--- src/rtl/prg_lfsr_scheduler.sv ---
// prg_lfsr_scheduler
//   Shares one Fibonacci LFSR among NUM_REQ requesters. After reset or a seed
//   load the LFSR runs WARMUP_CYCLES discarded steps, then each round-robin
//   grant hands out the current LFSR word and advances the generator.
//   Optional build macro: PRG_FREE_RUN_EN -- when defined the LFSR also steps
//   on idle SERVE cycles; when undefined it steps only on a grant, so the word
//   sequence depends on the seed alone.
module prg_lfsr_scheduler #(
    parameter int                         NUM_REQ       = 4,
    parameter int                         RANDOM_LENGTH = 16,
    parameter int                         WARMUP_CYCLES = 16,
    parameter logic [RANDOM_LENGTH-1:0]   POLYNOMIAL    = 16'hE801
) (
    input  logic                          clk,
    input  logic                          rst,
    input  logic                          seed_load,
    input  logic [RANDOM_LENGTH-1:0]      seed,
    output logic                          busy,
    input  logic [NUM_REQ-1:0]            req,
    output logic [NUM_REQ-1:0]            gnt,
    output logic                          rnd_valid,
    output logic [RANDOM_LENGTH-1:0]      rnd_data,
    output logic [$clog2(NUM_REQ)-1:0]    rnd_id
);

    localparam int ID_W  = $clog2(NUM_REQ);
    localparam int CNT_W = $clog2(WARMUP_CYCLES + 2);

    typedef enum logic {WARMUP, SERVE} state_t;

    state_t                   state, state_next;
    logic [CNT_W-1:0]         warm_cnt, warm_cnt_next;
    logic [RANDOM_LENGTH-1:0] lfsr, lfsr_next, lfsr_step;
    logic [ID_W-1:0]          rr_ptr, rr_ptr_next;
    logic [ID_W-1:0]          pick;
    logic                     found;
    logic                     do_grant;
    int                       idx;

    // One LFSR step, with the all-zero lock-up state forced back to 1.
    always_comb begin
        if (lfsr == '0) begin
            lfsr_step = RANDOM_LENGTH'(1);
        end else begin
            lfsr_step = {^(lfsr & POLYNOMIAL), lfsr[RANDOM_LENGTH-1:1]};
        end
    end

    // Round-robin search: first active request at or after rr_ptr, wrapping.
    always_comb begin
        // NOTE: every combinational output gets a default first so no path leaves it unassigned (no latch).
        found = 1'b0;
        pick  = '0;
        idx   = 0;
        for (int i = 0; i < NUM_REQ; i++) begin
            idx = int'(rr_ptr) + i;
            if (idx >= NUM_REQ) begin
                idx = idx - NUM_REQ;
            end
            if (!found && req[idx]) begin
                found = 1'b1;
                pick  = ID_W'(idx);
            end
        end
    end

    // Next-state logic: seed load first, then warm-up stepping or arbitration.
    always_comb begin
        state_next    = state;
        warm_cnt_next = warm_cnt;
        lfsr_next     = lfsr;
        rr_ptr_next   = rr_ptr;
        do_grant      = 1'b0;

        if (seed_load) begin
            lfsr_next     = (seed == '0) ? RANDOM_LENGTH'(1) : seed;
            state_next    = WARMUP;
            warm_cnt_next = '0;
        end else begin
            case (state)
                WARMUP: begin
                    if (WARMUP_CYCLES == 0) begin
                        state_next = SERVE;
                    end else begin
                        lfsr_next     = lfsr_step;
                        warm_cnt_next = warm_cnt + 1'b1;
                        if (warm_cnt == CNT_W'(WARMUP_CYCLES - 1)) begin
                            state_next = SERVE;
                        end
                    end
                end
                SERVE: begin
                    if (found) begin
                        do_grant    = 1'b1;
                        lfsr_next   = lfsr_step;
                        rr_ptr_next = (pick == ID_W'(NUM_REQ - 1)) ? '0 : pick + 1'b1;
                    end else begin
`ifdef PRG_FREE_RUN_EN
                        lfsr_next = lfsr_step;
`else
                        lfsr_next = (lfsr == '0) ? RANDOM_LENGTH'(1) : lfsr;
`endif
                    end
                end
                default: state_next = WARMUP;
            endcase
        end
    end

    // State, LFSR and arbitration pointer registers.
    always_ff @(posedge clk or posedge rst) begin
        // NOTE: sequential state uses non-blocking assignments so all registers update from pre-edge values.
        if (rst) begin
            state    <= WARMUP;
            warm_cnt <= '0;
            lfsr     <= RANDOM_LENGTH'(1);
            rr_ptr   <= '0;
            busy     <= 1'b1;
        end else begin
            state    <= state_next;
            warm_cnt <= warm_cnt_next;
            lfsr     <= lfsr_next;
            rr_ptr   <= rr_ptr_next;
            busy     <= (state_next == WARMUP);
        end
    end

    // Registered grant outputs; rnd_data and rnd_id hold between grants.
    always_ff @(posedge clk or posedge rst) begin
        if (rst) begin
            gnt       <= '0;
            rnd_valid <= 1'b0;
            rnd_data  <= '0;
            rnd_id    <= '0;
        end else begin
            gnt       <= do_grant ? (NUM_REQ'(1) << pick) : '0;
            rnd_valid <= do_grant;
            if (do_grant) begin
                rnd_data <= lfsr;
                rnd_id   <= pick;
            end
        end
    end

endmodule

--- config.mk ---
export PLATFORM = sky130hd
export DESIGN_NAME = prg_lfsr_scheduler
export DESIGN_NICKNAME = d
export VERILOG_FILES = /design/src/rtl/prg_lfsr_scheduler.sv
export SDC_FILE = /design/constraint.sdc
export NUM_CORES = 1
export LEC_CHECK = 0
export CORE_MARGIN = 8
export CORE_UTILIZATION = 51
export DETAILED_ROUTE_END_ITERATION = 7
export GPL_TIMING_DRIVEN = 0
export HOLD_SLACK_MARGIN = 0.1
export PLACE_DENSITY = 0.8
export SLEW_MARGIN = 20
export SYNTH_ARGS = -nofsm -noshare
export SYNTH_HDL_FRONTEND = slang
export SYNTH_SLANG_ARGS = --single-unit
--- constraint.sdc ---
create_clock -name clk -period 2.4 [get_ports clk]
set_clock_uncertainty 0.1 [all_clocks]
set_input_delay 0.36 -clock clk [delete_from_list [all_inputs] [get_ports clk]]
set_output_delay 0.36 -clock clk [all_outputs]
set_load 0.02 [all_outputs]
=== Word level (Yosys, flattened, before mapping) ===
Cells that the tools add are included.

* Add/sub/neg operators: 9
* Magnitude comparators: 8
* Eq/ne operators: 4
* Shifts and indexed selects: 1
* Muxes and demuxes: 40
* Bitwise gates (word level): 3
* Reduce and logical (&&, ||, !) cells: 10

{| class="wikitable"
|+ Operators by type and width
! operator !! number
|-
| < comparator 32 x 4 -> 1 bit, second input constant || 4
|-
| 2-to-1 mux 32 bit || 4
|-
| 2-to-1 mux 16 bit || 5
|-
| logical NOT 16 bit || 2
|-
| case mux 16 bit (2 select lines) || 1
|-
| 2-to-1 mux 1 bit || 18
|-
| parity 16 bit || 1
|-
| subtractor 3 x 3 -> 4 bit, second input constant || 3
|-
| 2-to-1 mux 2 bit || 5
|-
| 2-to-1 mux 5 bit || 2
|-
| greater-or-equal comparator 3 bit, second input constant || 3
|-
| binary-select mux 1 bit (select 2 bit) || 4
|-
| adder 2 x 2 -> 3 bit, second input constant || 2
|-
| adder 5 x 1 -> 5 bit, second input constant || 1
|-
| equality test 5 x 4 -> 1 bit, second input constant || 1
|-
| 2-to-1 mux 4 bit || 1
|-
| inequality test 4 x 2 -> 1 bit, second input constant || 1
|-
| left shift 1 x 2 -> 4 bit, first input constant || 1
|-
| subtractor 2 x 3 -> 4 bit, second input constant || 1
|-
| adder 2 x 1 -> 3 bit, second input constant || 1
|-
| greater-or-equal comparator 2 x 3 -> 1 bit, second input constant || 1
|-
| logical AND 1 bit || 3
|-
| logical NOT 1 bit || 3
|-
| NOT 1 bit || 3
|-
| 4 further kinds || 4
|}

* Register bits after elaboration: 48

=== Longest topological paths before layout ===
* Word-level depth: 19
* Mapped depth: 7

=== Worst setup path after synthesis ===
OpenSTA, ideal clock, no wires.

* Kind: flip-flop to flip-flop
* From: register lfsr[14]
* To: register lfsr[9]
* Setup time: 125 ps
* Arrival time: 1463 ps
* Data required time: 2175 ps
* Setup slack: 712 ps
* Cell stages (with the launch flop): 7
* Buffers on the path: 0
* Cell sequence: dfrtp_1 -> inv_1 -> ha_1 -> nor4b_2 -> a41oi_2 -> nand2_4 -> mux2_4

* Word-level cells in the longest chain between the ends: 5
* Elaborated cells between the ends (all ways): 6
* Classes of those cells: eq/ne (1); mux (4); reduce/logical (1)

{| class="wikitable"
|+ RTL lines
! item !! RTL line !! RTL
|-
| start: declaration || 33 || <nowiki>logic [RANDOM_LENGTH-1:0] lfsr, lfsr_next, lfsr_step;</nowiki>
|-
| start signal: assignment || 122 || <nowiki>lfsr <= lfsr_next;</nowiki>
|-
| logical NOT 16 bit * || 42, 101 ||
|-
| 2-to-1 mux 16 bit || 42 || <nowiki>if (lfsr == '0) begin</nowiki>
|-
| 2-to-1 mux 16 bit || 93 || <nowiki>if (found) begin</nowiki>
|-
| case mux 16 bit (2 select lines) || 80 || <nowiki>case (state)</nowiki>
|-
| 2-to-1 mux 16 bit || 75 || <nowiki>if (seed_load) begin</nowiki>
|}

Every way passes the cells marked *; elsewhere a longest branch is shown, timed or not.
A chain may end at the register's enable or synchronous reset.

=== Worst setup path after layout ===
* From: input req[3]
* To: register gnt[2]

* Elaborated cells between the ends (all ways): 31
* Classes of those cells: shift (1); mux (24); reduce/logical (6)

{| class="wikitable"
|+ RTL lines
! item !! RTL line !! RTL
|-
| start: declaration || 19 || <nowiki>input logic [NUM_REQ-1:0] req,</nowiki>
|-
| binary-select mux 1 bit (select 2 bit) || 60 || <nowiki>if (!found && req[idx]) begin</nowiki>
|-
| 2-to-1 mux 1 bit (implied by the code) (2 in a row) || 60 ||
|-
| 2-to-1 mux 1 bit || 60 ||
|-
| logical NOT 1 bit || 60 ||
|-
| logical AND 1 bit || 60 ||
|-
| 2-to-1 mux 1 bit || 60 ||
|-
| logical NOT 1 bit || 60 ||
|-
| logical AND 1 bit || 60 ||
|-
| 2-to-1 mux 1 bit || 60 ||
|-
| logical NOT 1 bit || 60 ||
|-
| logical AND 1 bit || 60 ||
|-
| 2-to-1 mux 2 bit * || 60 ||
|-
| via pick[0] || 35 || <nowiki>logic [ID_W-1:0] pick;</nowiki>
|-
| left shift 1 x 2 -> 4 bit * || 136 || <nowiki>gnt <= do_grant ? (NUM_REQ'(1) << pick) : '0;</nowiki>
|-
| 2-to-1 mux 4 bit * || 136 ||
|-
| end signal: assignment || 136 ||
|-
| end: declaration || 20 || <nowiki>output logic [NUM_REQ-1:0] gnt,</nowiki>
|}

The timed path passes the listed nets; every way through them passes the cells marked *. The select of a mux whose other input is x is not followed.

==> results.ini <==
[outcome]
status=finished clean

[clocking]
h-tree-depth=2
hold_buffers=0
numCtsBuffers=5
postCtsSetupBuffers=0
clkLatencyLatePin_ns=0.30
cts_resized=0
root_buffer=clkbuf_8
clk_path_buf_depth=2
clkTransAtPathRegs_ns=0.08
tritoncts=yes
clock_sinks=48

[critical_path]
r2r_setup_slack_ns=0.47
worstSetupPathType=input port to flop
reg2reg_depth=7
cp-start-kind=input port
path_max_fanout=5
required_ns=2.49
end_kind=flop
timing.rr.end=lfsr[8]$_DFFE_PP0P_
r2r_start=lfsr[15]$_DFFE_PP0P_
arrival_ns=2.20

[logic_synthesis]
synth_cell_types=40
synth_edf_count=0
synth_nets=220
yosysTopAreaCell=dfrtp_1
yosys-top-cells-area=dfrtp_1, mux2_4, a2bb2oi_2
ys_warn_count=0
synth_top_area_share_pct=49.0
ys_ff_latch=48
syn_avg_cell_area_um2=12.4
async_flop_share_pct=100
seq_area_frac_synth_pct=51.2
synth_area_um2=2350
ys.flop_type=dfrtp_1
syn_inst=190

[global_route]
antenna_found_initial=0
grt_pass1_wl_mm=8.25
grt_max_degree=26
grt_usage_pct=14.3
gr-total-overflow=0
first_global_vias=1729

[die]
rows=24
die_y_um=83.9
core_um2=4380
die_area_um2=7040
start_util_pct=53.6
io_pins=47
die_w_um=83.9

[pwr]
power.clock.fraction_pct=29.7
switching_power_uw=406
pwr-share-comb_pct=15.0
p_int_uw=1220
share_seq_of_total_power_pct=55.4
power.leakage_uw=0.00135
p_per_area_nw_per_um2=543
sw_frac_of_total_pct=25.0
ir_worst_vdd_mv=0.254

[run]
max_cap_violations=0

[route]
dr.first_iter.drc_count=91
drt_pass1_iterations=4
vias=1636
routed_wl_mm=4.85
wire_per_inst_um=16.3
ant_nets=0
drc=0
vias_per_cell=5.51

[final_layout]
drive_above_1_share_pct=20.8
final_area_um2=2990
antenna_cells=0
final_cell_mix=dfrtp_1, clkdlybuf4s50_1, o21ai_0, nand2_1, inv_1
layout.nets=274
fill_cells=336
area_delta_synth_final_pct=27.4

[timing]
setup-tns-final_ns=0
fmax_mhz=475
grt_setup_unrepaired=false
finalSetupViolCount=0
maxSlewViolCount=0
relSlewSlack_pct=41.0
fin_crit_ns=2.11
timing.final.ws_setup_ns=0.295
fin_crit_sh_pct=87.7
tightestPinTransition_ns=0.873
hold_violations=0

[worst_hold_path]
min_path_type=input port to asynchronous set/reset pin

[placement]
portBuffers=46
dpl_cell_area_um2=2900
place_ws_ns=-0.0273
gp_congestion=0.821
place_hpwl_mm=3.67

-- flip-flops by register name, summed over array words and instances (netlist names) --
signal,flops
gnt,4
rnd_valid,1
rr_ptr,2
rnd_data,16
lfsr,16
rnd_id,2
busy,1
warm_cnt,5
state,1
-- power by group through the flow --
stage / Combinational [µW] / Clock [µW] / Sequential (µW)
final: 244 / 483 / 901
after global routing: 271 / 537 / 905
after CTS: 245 / 505 / 899
after detailed placement: 245 / 0 / 915
after global placement: 232 / 0 / 912
after floorplan: 159 / 0 / 901
-- layout make-up --
cell class / count / area (µm²) / area share, %
plain buffers: 9 / 72.6 / 2.42
clock buffers: 8 / 90.1 / 3.01
inverters: 14 / 52.6 / 1.76
multi-input cells: 119 / 1020 / 34.1
flip-flops and latches: 48 / 1200 / 40.2
well taps: 52 / 65.1 / 2.17
repair buffers: 47 / 488 / 16.3
-- metrics by stage --
stage	util [%]	hold slack, ns	std cells	total power [µW]
floorplan	-	0.380	190	1060
global placement	65.6	0.390	288	1140
detailed placement	66.2	0.392	289	1160
CTS	68.3	0.326	297	1650
global route	68.3	0.367	297	1710
finish	68.3	0.319	297	1630
-- cells in the mapped netlist, types with 2 or more instances --
cell type / count
o21ai_0: 18
ha_1: 7
a2bb2oi_2: 10
nor4_1: 6
dfrtp_1: 46
buf_2: 2
and2_1: 5
a221o_1: 2
mux2i_1: 2
a21oi_1: 4
a2bb2oi_1: 3
xor2_1: 2
mux2_4: 11
nand2_1: 14
xnor2_1: 4
mux2_2: 8
dfstp_2: 2
nor2_1: 7
inv_1: 14
buf_4: 3
-- how the worst max path moves through the flow --
stage | from | endpoint | slack (ns)
global route | req[3] | gnt[2]$_DFF_PP0_ | 0.17
finish | req[3] | gnt[2]$_DFF_PP0_ | 0.29
CTS | req[3] | gnt[2]$_DFF_PP0_ | 0.30
detailed placement | req[3] | gnt[2]$_DFF_PP0_ | -0.03
floorplan | lfsr[14]$_DFFE_PP0P_ | lfsr[9]$_DFFE_PP0P_ | 0.71
global placement | rst | rnd_data[15]$_DFFE_PP0P_ | -0.1
-- cells by family after synthesis --
group           after synthesis  synth area share (%)
flops                        48                  51.2
compound gates               43                  15.6
simple gates                 42                  10.2
buf+inv                      23                  5.32
mux                          21                  11.7
fa+ha+maj                     7                  3.73
xor+xnor                      6                  2.24
-- metal layers --
layer,up-vias,track usage (%),share of wire [%]
met3,8,4.79,5.8
met1,806,16.6,43
met5,-,0,0
met4,0,4.71,1.3
met2,46,24.1,50
li1,776,-,-
-- worst max-delay path, stage by stage --
cell and delay (ns):
clkdlybuf4s50_1 0.53, inv_1 0.10, a221o_1 0.35, a22oi_1 0.37, inv_1 0.13, ha_1 0.22
and2_1 0.13
No activity file was read; power rests on OpenSTA's default activity.
